[src/rtl/score_tracker.sv]
// score_tracker
//   Turns hit/miss verdicts from the judgement stage into game state (score,
//   combo, best combo, life, game-over) and drives the HIT/MISS popup sprite.
//   Every output is a register; an accepted verdict shows up one Clk later.
//
// Ports
//   Clk           in   system clock, rising edge
//   Reset_n       in   synchronous active-low reset
//   frame_tick    in   one-Clk pulse per vertical sync
//   judge_valid   in   one-Clk pulse, verdict present
//   judge_hit     in   1 = hit, 0 = miss (when judge_valid)
//   score         out  [15:0] accumulated points, saturating
//   combo         out  [9:0]  consecutive hits since last miss/reset
//   max_combo     out  [9:0]  best combo since reset
//   life          out  [3:0]  remaining life
//   game_over     out         sticky, set when life reaches 0
//   popup_active  out         popup sprite enable
//   popup_id      out  [3:0]  8 = HIT, 9 = MISS
//   popup_x       out  [9:0]  popup position (0 when inactive)
//   popup_y       out  [9:0]  popup position (0 when inactive)
//
// Game FSM
//   state | meaning
//   PLAY  | verdicts are accepted
//   OVER  | life exhausted, verdicts ignored until reset
//
// Popup FSM
//   state | meaning
//   IDLE  | no popup on screen
//   SHOW  | popup visible, r_cnt frames left

module score_tracker #(
  parameter logic [15:0] BASE_PTS     = 16'd10,
  parameter logic [3:0]  LIFE_MAX     = 4'd8,
  parameter logic [5:0]  POPUP_FRAMES = 6'd30
) (
  input  logic        Clk,
  input  logic        Reset_n,
  input  logic        frame_tick,
  input  logic        judge_valid,
  input  logic        judge_hit,
  output logic [15:0] score,
  output logic [9:0]  combo,
  output logic [9:0]  max_combo,
  output logic [3:0]  life,
  output logic        game_over,
  output logic        popup_active,
  output logic [3:0]  popup_id,
  output logic [9:0]  popup_x,
  output logic [9:0]  popup_y
);

  typedef enum logic {PLAY, OVER} game_t;
  typedef enum logic {IDLE, SHOW} popup_t;

  game_t       r_game;
  popup_t      r_popup;
  logic [5:0]  r_cnt;

  logic        w_accept;
  logic [9:0]  w_combo_inc;
  logic [1:0]  w_mult;
  logic [17:0] w_pts;
  logic [17:0] w_sum;
  logic [15:0] w_score_sat;
  logic [3:0]  w_life_inc;
  logic [3:0]  w_life_dec;

  assign w_accept    = judge_valid && (r_game == PLAY);
  assign w_combo_inc = (combo == 10'd1023) ? combo : combo + 10'd1;

  // Multiplier is chosen from the combo value after this hit.
  assign w_mult = (w_combo_inc < 10'd10) ? 2'd1 :
                  (w_combo_inc < 10'd50) ? 2'd2 : 2'd3;

  // 18 bits hold BASE_PTS*3 plus a full 16-bit score without wrapping.
  assign w_pts       = {2'b00, BASE_PTS} * {16'd0, w_mult};
  assign w_sum       = {2'b00, score} + w_pts;
  assign w_score_sat = (w_sum[17:16] != 2'b00) ? 16'hFFFF : w_sum[15:0];

  assign w_life_inc = (life >= LIFE_MAX) ? LIFE_MAX : life + 4'd1;
  assign w_life_dec = life - 4'd1;

  always_ff @(posedge Clk) begin
    if (!Reset_n) begin
      score        <= 16'd0;
      combo        <= 10'd0;
      max_combo    <= 10'd0;
      life         <= LIFE_MAX;
      game_over    <= 1'b0;
      popup_active <= 1'b0;
      popup_id     <= 4'h0;
      popup_x      <= 10'd0;
      popup_y      <= 10'd0;
      r_game       <= PLAY;
      r_popup      <= IDLE;
      r_cnt        <= 6'd0;
    end else begin
      if (w_accept) begin
        if (judge_hit) begin
          combo <= w_combo_inc;
          score <= w_score_sat;
          life  <= w_life_inc;
          if (w_combo_inc > max_combo) max_combo <= w_combo_inc;
        end else begin
          combo <= 10'd0;
          life  <= w_life_dec;
          if (w_life_dec == 4'd0) begin
            game_over <= 1'b1;
            r_game    <= OVER;
          end
        end
        // A verdict reloads the popup even if a frame_tick lands on the same cycle.
        r_popup      <= SHOW;
        r_cnt        <= POPUP_FRAMES;
        popup_active <= 1'b1;
        popup_id     <= judge_hit ? 4'h8 : 4'h9;
        popup_x      <= 10'h140;
        popup_y      <= 10'h0F0;
      end else if (frame_tick && (r_popup == SHOW)) begin
        if (r_cnt == 6'd1) begin
          r_popup      <= IDLE;
          r_cnt        <= 6'd0;
          popup_active <= 1'b0;
          popup_id     <= 4'h0;
          popup_x      <= 10'd0;
          popup_y      <= 10'd0;
        end else begin
          r_cnt <= r_cnt - 6'd1;
        end
      end
    end
  end

endmodule

[config.mk]
export PLATFORM = sky130hd
export DESIGN_NAME = score_tracker
export DESIGN_NICKNAME = d
export VERILOG_FILES = /design/src/rtl/score_tracker.sv
export SDC_FILE = /design/constraint.sdc
export NUM_CORES = 1
export LEC_CHECK = 0
export CORE_MARGIN = 2
export CORE_UTILIZATION = 45
export DETAILED_ROUTE_END_ITERATION = 6
export PLACE_DENSITY_LB_ADDON = 0.08
export SYNTH_ARGS = -nofsm -noshare
export SYNTH_HDL_FRONTEND = slang
export SYNTH_SLANG_ARGS = --single-unit
[constraint.sdc]
create_clock -name Clk -period 4.7 [get_ports Clk]
set_input_delay 1.175 -clock Clk [delete_from_list [all_inputs] [get_ports Clk]]
set_output_delay 1.175 -clock Clk [all_outputs]
set_load 0.01 [all_outputs]
==> results of run 1 <==
==> kinds of logic (layout without fill, tap and decap cells) <==
family | Yosys count | in the layout
DFF | 49 | 49
muxes | 11 | 11
other | 1 | 16
xor gates and xnor gates | 21 | 21
AOI/OAI and AO/OA | 82 | 82
buffers and inverters | 62 | 88
adders and majority gates | 18 | 18
and+or+nand+nor | 127 | 127
==> flip-flops by register name, summed over array words and instances, names as in the netlist <==
signal and cells:
combo 10, life 4, max_combo 10, popup_id 1, popup_x 1, r_cnt 6
r_game 1, score 16
==> worst paths after layout <==
path / endpoint / slack [ns]
setup reg to reg: score[15]$_SDFFE_PN0P_ / 0.63
setup / recovery: score[15]$_SDFFE_PN0P_ / 0.63
hold reg to reg: score[0]$_SDFFE_PN0P_ / 0.45
hold / removal: score[0]$_SDFFE_PN0P_ / 0.45
==> routing by layer <==
metal / wire [um] / vias to the layer above / track usage [%]
met4: 80 / 0 / 4.33
met2: 2890 / 75 / 29.5
met3: 349 / 8 / 3.46
li1: - / 1338 / -
met5: 0 / - / 0
met1: 3380 / 1154 / 26.6
==> synthesized netlist by cell type, types with 9 or more instances <==
cell	n
nand2_1	41
nor2_1	29
dfxtp_1	49
a22oi_1	9
mux2i_1	11
nand3_1	15
ha_1	17
buf_4	23
inv_1	22
xnor2_1	13
a21oi_1	28
clkbuf_1	13
o21ai_0	12
==> layout make-up <==
| class | count | share of cell area (%) |
|---|---|---|
| Inverter | 22 | 2.32 |
| Clock inverter | 2 | 0.423 |
| Clock buffer | 6 | 2.04 |
| Tap cell | 77 | 2.71 |
| Sequential cell | 49 | 27.6 |
| Multi-Input combinational cell | 275 | 48.8 |
| Timing Repair Buffer | 58 | 16.1 |
==> critical path: cells and delay by family (launching register included) <==
family	cells	cell delay, ns
AOI/OAI and AO/OA	4	0.75
DFF	1	0.45
xor gates and xnor gates	2	0.42
buffers and inverters	1	0.05
and+or+nand+nor	7	1.44
adders and majority gates	3	0.83
==> stage by stage <==
step                worst slack [ns]  instance area [sq um]  power (mW)
detailed placement             0.637                   3470       0.574
global route                   0.235                   3550       0.860
global placement               0.747                   3470       0.572
floorplan                       1.04                   3060       0.543
CTS                            0.617                   3550       0.830
finish                         0.633                   3550       0.818
==> power breakdown <==
group | switching [mW] | total (mW) | leakage, nW | internal [mW]
combinational | 0.0655 | 0.122 | 0.904 | 0.0568
sequential | 0.0158 | 0.442 | 0.398 | 0.427
clock | 0.148 | 0.253 | 0.0374 | 0.105
==> impl_metrics.py, run 1 <==
metrics = {
    "outcome": {
        "status": "finished clean",
    },
    "sta": {
        "drv_slew": 0,
        "fin_crit_sh_pct": 86.5,
        "rsz0062_at_grt": "no",
        "clock_skew_ns": 0.00559,
        "holdWs_ns": 0.450,
        "tightest_slew_ns": 0.657,
        "max_freq_mhz": 246,
        "period_needed_ns": 4.07,
        "setup_viol": 0,
        "hold_viol_final": 0,
        "slew_headroom_pct": 56.2,
        "tns_ns": 0,
    },
    "worst_setup_path": {
        "r2r_start": "combo[0]$_SDFFE_PN0P_",
        "crit_path_start": "combo[0]$_SDFFE_PN0P_",
        "cp.arrival_ns": 4.25,
        "critPathSlowestCell": "dfxtp_1",
        "path_cells": "ha_1 > and3_4 > nand4_1 > nand3_1 > xnor2_1 > o311ai_0 > nand3_1 > ha_1 > inv_1 > fa_1 > nor2b_1 > o21ai_0 > a21oi_1 > nor2b_1 > nand4_1 > xor2_1 > a21oi_1",
        "end_kind": "register",
        "crit_fanout": 7,
        "r2r_cells": 17,
        "cp-start-kind": "register",
        "crit_type": "register to register",
        "critPathMaxStageDelay_ns": 0.45,
        "cp.required_ns": 4.89,
    },
    "grt": {
        "grt.total_usage_pct": 18.7,
        "grt_max_degree": 32,
        "antenna_found_initial": 0,
        "gr-total-overflow": 0,
        "grt_pass1_wl_um": 11200,
        "grt_pass1_vias": 2321,
    },
    "synthesis": {
        "syn_avg_cell_area_sq_um": 8.09,
        "postSynthCellCount": 371,
        "synthTopCellsByArea": "dfxtp_1, ha_1, buf_4, nand2_1, a21oi_1",
        "synth-edff-count": 0,
        "synthMuxAreaShare_pct": 3.67,
        "synth_top_family_by_area": "simple AND/OR/NAND/NOR gates",
        "synth_seq_area_share_pct": 32.7,
        "synth-simple-area-share_pct": 20.7,
        "netlist_area_sq_um": 3000,
        "synth_top_area_share_pct": 32.7,
        "synth_compound_area_share_pct": 17.5,
        "synth_flop_cell": "dfxtp_1",
        "ys_ff_latch": 49,
        "synth-xor-area-share_pct": 6.13,
        "synth_async_sr_flop_share_pct": 0,
        "synth_adder_area_share_pct": 7.75,
        "ys_types": 51,
        "synth_top_area_cell": "dfxtp_1",
        "yosysWarnings": 0,
    },
    "drt": {
        "dr.first_iter.drc_count": 163,
        "vias": 2575,
        "routed_via_density": 5.27,
        "routed_wl_um": 6700,
        "wire_per_inst_um": 13.7,
        "detail-route-antenna-nets": 0,
        "dr.pass1.iters": 5,
        "drc": 0,
    },
    "clocking": {
        "clockRootBuffer": "clkbuf_8",
        "clk_pin_slew_worst_paths_ns": 0.09,
        "clk_latency_ns": 0.30,
        "cts_htree_levels": 2,
        "cts-resized-gates": 0,
        "cts_buffers": 5,
        "clock-sinks": 49,
        "postCtsSetupBuffers": 0,
        "cts_tree": "done",
        "clk_path_buf_depth": 2,
        "postCtsHoldBufs": 0,
    },
    "job": {
        "max_cap_violations": 0,
    },
    "placed_design": {
        "dp_hpwl_um": 4850,
        "placed_cells": 481,
        "io_buffers": 54,
        "place.gp.congestion": 0.814,
    },
    "final_layout": {
        "layout_common_cells": "clkdlybuf4s50_1, dfxtp_1, nand2_1",
        "multi_input_area_sq_um": 1740,
        "nets": 434,
        "syn_to_final_growth_pct": 18.4,
        "seq_area_sq_um": 981,
        "drive_gt1_share_pct": 4.13,
        "fill_cells": 599,
        "post-route-util_pct": 55.6,
        "stdcell_count": 489,
        "antenna-diode-count": 0,
        "layout_commonest_cell": "clkdlybuf4s50_1",
    },
    "floorplanning": {
        "core_region_area_sq_um": 6390,
        "start_util_pct": 47.0,
        "io_pins": 71,
        "dieArea_sq_um": 7340,
        "rows": 29,
        "die_w_um": 85.7,
        "dieHeight_um": 85.7,
    },
    "min_path": {
        "hp-start": "score[0]$_SDFFE_PN0P_",
        "whs_path_depth": 2,
        "hold_class": "register to register",
    },
    "pwr": {
        "p_per_area_nw_per_um2": 230,
        "peakVddDrop_uv": 154,
        "p_leak_nw": 1.34,
    },
}
(Power assumes the default switching activity.)
==> run 2: changes to the inputs <==
- GPL_ROUTABILITY_DRIVEN: not set -> 0
- PLACE_DENSITY: not set -> 0.77
- PLACE_DENSITY_LB_ADDON: 0.08 -> not set
==> run 2 against run 1 <==
Compared with the run above: via count grew 1.9%; sequential share of layout area is essentially flat; critical path type unchanged; final area shrank 0.14%; flip-flop and latch count is the same; clock power grew 9.9%; non-clock buffer count shrank 2; die area is the same; core utilization shrank 0.078 points; final cell count shrank 0.41%; sequential power is essentially flat; wire length shrank 1.4%; register-to-register slack lost 0.06 ns.
==> impl_metrics.py, run 2 (synthesis results as in run 1) <==
metrics = {
    "sta": {
        "max_freq_mhz": 242,
        "clock_skew_ns": 0.0122,
        "tightest_slew_ns": 0.983,
        "drv_slew": 0,
        "tns_ns": 0,
        "slew_headroom_pct": 34.4,
        "rsz0062_at_grt": "no",
        "holdWs_ns": 0.469,
        "finalWorstSetupSlack_ns": 0.570,
        "period_needed_ns": 4.13,
        "fin_crit_sh_pct": 87.9,
        "setup_viol": 0,
        "hold_viol_final": 0,
    },
    "worst_setup_path": {
        "critPathBufInv": 1,
        "path_cells": "ha_1 > and3_4 > nand4_1 > nand3_1 > xnor2_1 > o311ai_0 > nand3_1 > ha_1 > inv_1 > fa_1 > nor2b_1 > o21ai_0 > a21oi_1 > nor2b_1 > and2_1 > xnor2_1 > a21oi_1",
        "critPathMaxStageDelay_ns": 0.45,
        "cp-start-kind": "register",
        "critical_path.top_delay_family": "simple AND/OR/NAND/NOR gates",
        "end_kind": "register",
        "crit_fanout": 7,
        "critPathSlowestCell": "dfxtp_1",
        "crit_type": "register to register",
        "r2r_start": "combo[0]$_SDFFE_PN0P_",
        "cp.arrival_ns": 4.29,
        "crit_path_start": "combo[0]$_SDFFE_PN0P_",
        "cp.required_ns": 4.86,
    },
    "final_layout": {
        "fill_cells": 606,
        "largest_reg_flops": 16,
        "post-route-util_pct": 55.6,
        "layout_common_cells": "clkdlybuf4s50_1, dfxtp_1, nand2_1",
        "layout_commonest_cell": "clkdlybuf4s50_1",
        "antenna-diode-count": 0,
        "nets": 432,
        "drive_gt1_share_pct": 3.90,
        "stdcell_count": 487,
        "seq_area_sq_um": 981,
        "top_regs": "score (16), combo (10), max_combo (10)",
        "finalInstanceArea_sq_um": 3550,
        "regMostFlops": "score",
        "multi_input_area_sq_um": 1740,
        "syn_to_final_growth_pct": 18.2,
    },
    "placed_design": {
        "dp_hpwl_um": 4830,
        "pre_cts_ws_ns": 0.622,
        "io_buffers": 54,
        "place_area_sq_um": 3450,
        "placed_cells": 479,
    },
    "grt": {
        "gr-total-overflow": 0,
        "grt_pass1_vias": 2273,
        "grt_max_degree": 33,
        "antenna_found_initial": 0,
        "grt_pass1_wl_um": 10600,
        "grt.total_usage_pct": 17.8,
    },
    "clocking": {
        "cts_tree": "done",
        "postCtsSetupBuffers": 0,
        "cts_buffers": 5,
        "clk_latency_ns": 0.32,
        "cts-resized-gates": 0,
        "postCtsHoldBufs": 0,
        "clk_pin_slew_worst_paths_ns": 0.10,
        "clk_path_buf_depth": 2,
        "cts_htree_levels": 2,
        "clockRootBuffer": "clkbuf_8",
        "clock-sinks": 49,
    },
    "pwr": {
        "peakVddDrop_uv": 144,
        "p_per_area_nw_per_um2": 237,
        "power_mw": 0.840,
        "p_leak_nw": 1.34,
    },
    "floorplanning": {
        "core_region_area_sq_um": 6390,
        "io_pins": 71,
        "rows": 29,
        "dieArea_sq_um": 7340,
        "die_w_um": 85.7,
        "dieHeight_um": 85.7,
        "start_util_pct": 47.0,
    },
    "drt": {
        "vias": 2625,
        "dr.pass1.iters": 4,
        "detail-route-antenna-nets": 0,
        "routed_via_density": 5.39,
        "routed_wl_um": 6610,
        "wire_per_inst_um": 13.6,
        "drc": 0,
        "dr.first_iter.drc_count": 147,
    },
    "job": {
        "max_cap_violations": 0,
    },
    "outcome": {
        "status": "finished clean",
    },
    "min_path": {
        "hold_class": "register to register",
        "hp-start": "score[0]$_SDFFE_PN0P_",
    },
}
## run 2: power by group
| group | switching, mW | internal, mW |
|---|---|---|
| combinational | 0.0642 | 0.0558 |
| clock | 0.165 | 0.113 |
| sequential | 0.0157 | 0.427 |
## run 2: layer usage
layer,wire length (um),vias up,part of all wire (%),track usage [%]
met5,0,-,0,0
met4,107,0,1.6,6.20
met3,305,9,4.6,3.08
met2,3130,65,47,29.5
met1,3070,1222,46,23.3
li1,-,1329,-,-
## run 2: tightest hold or removal path, stage by stage (launching register included)
cell and delay, ns:
dfxtp_1 0.33, inv_1 0.05, a21oi_1 0.05
## run 2: layout make-up
class                           instances  share of cell area [%]
Multi-Input combinational cell        275                    48.9
Sequential cell                        49                    27.6
Timing Repair Buffer                   56                    15.7
Tap cell                               77                    2.72
Inverter                               22                    2.33
Clock buffer                            5                    1.94
Clock inverter                          3                   0.811
## run 2: path summary, 6_finish.rpt
check,to,slack [ns],depth (start not counted)
setup / recovery,score[13]$_SDFFE_PN0P_,0.57,17
hold reg to reg,score[0]$_SDFFE_PN0P_,0.47,2
hold / removal,score[0]$_SDFFE_PN0P_,0.47,2
setup reg to reg,score[13]$_SDFFE_PN0P_,0.57,17
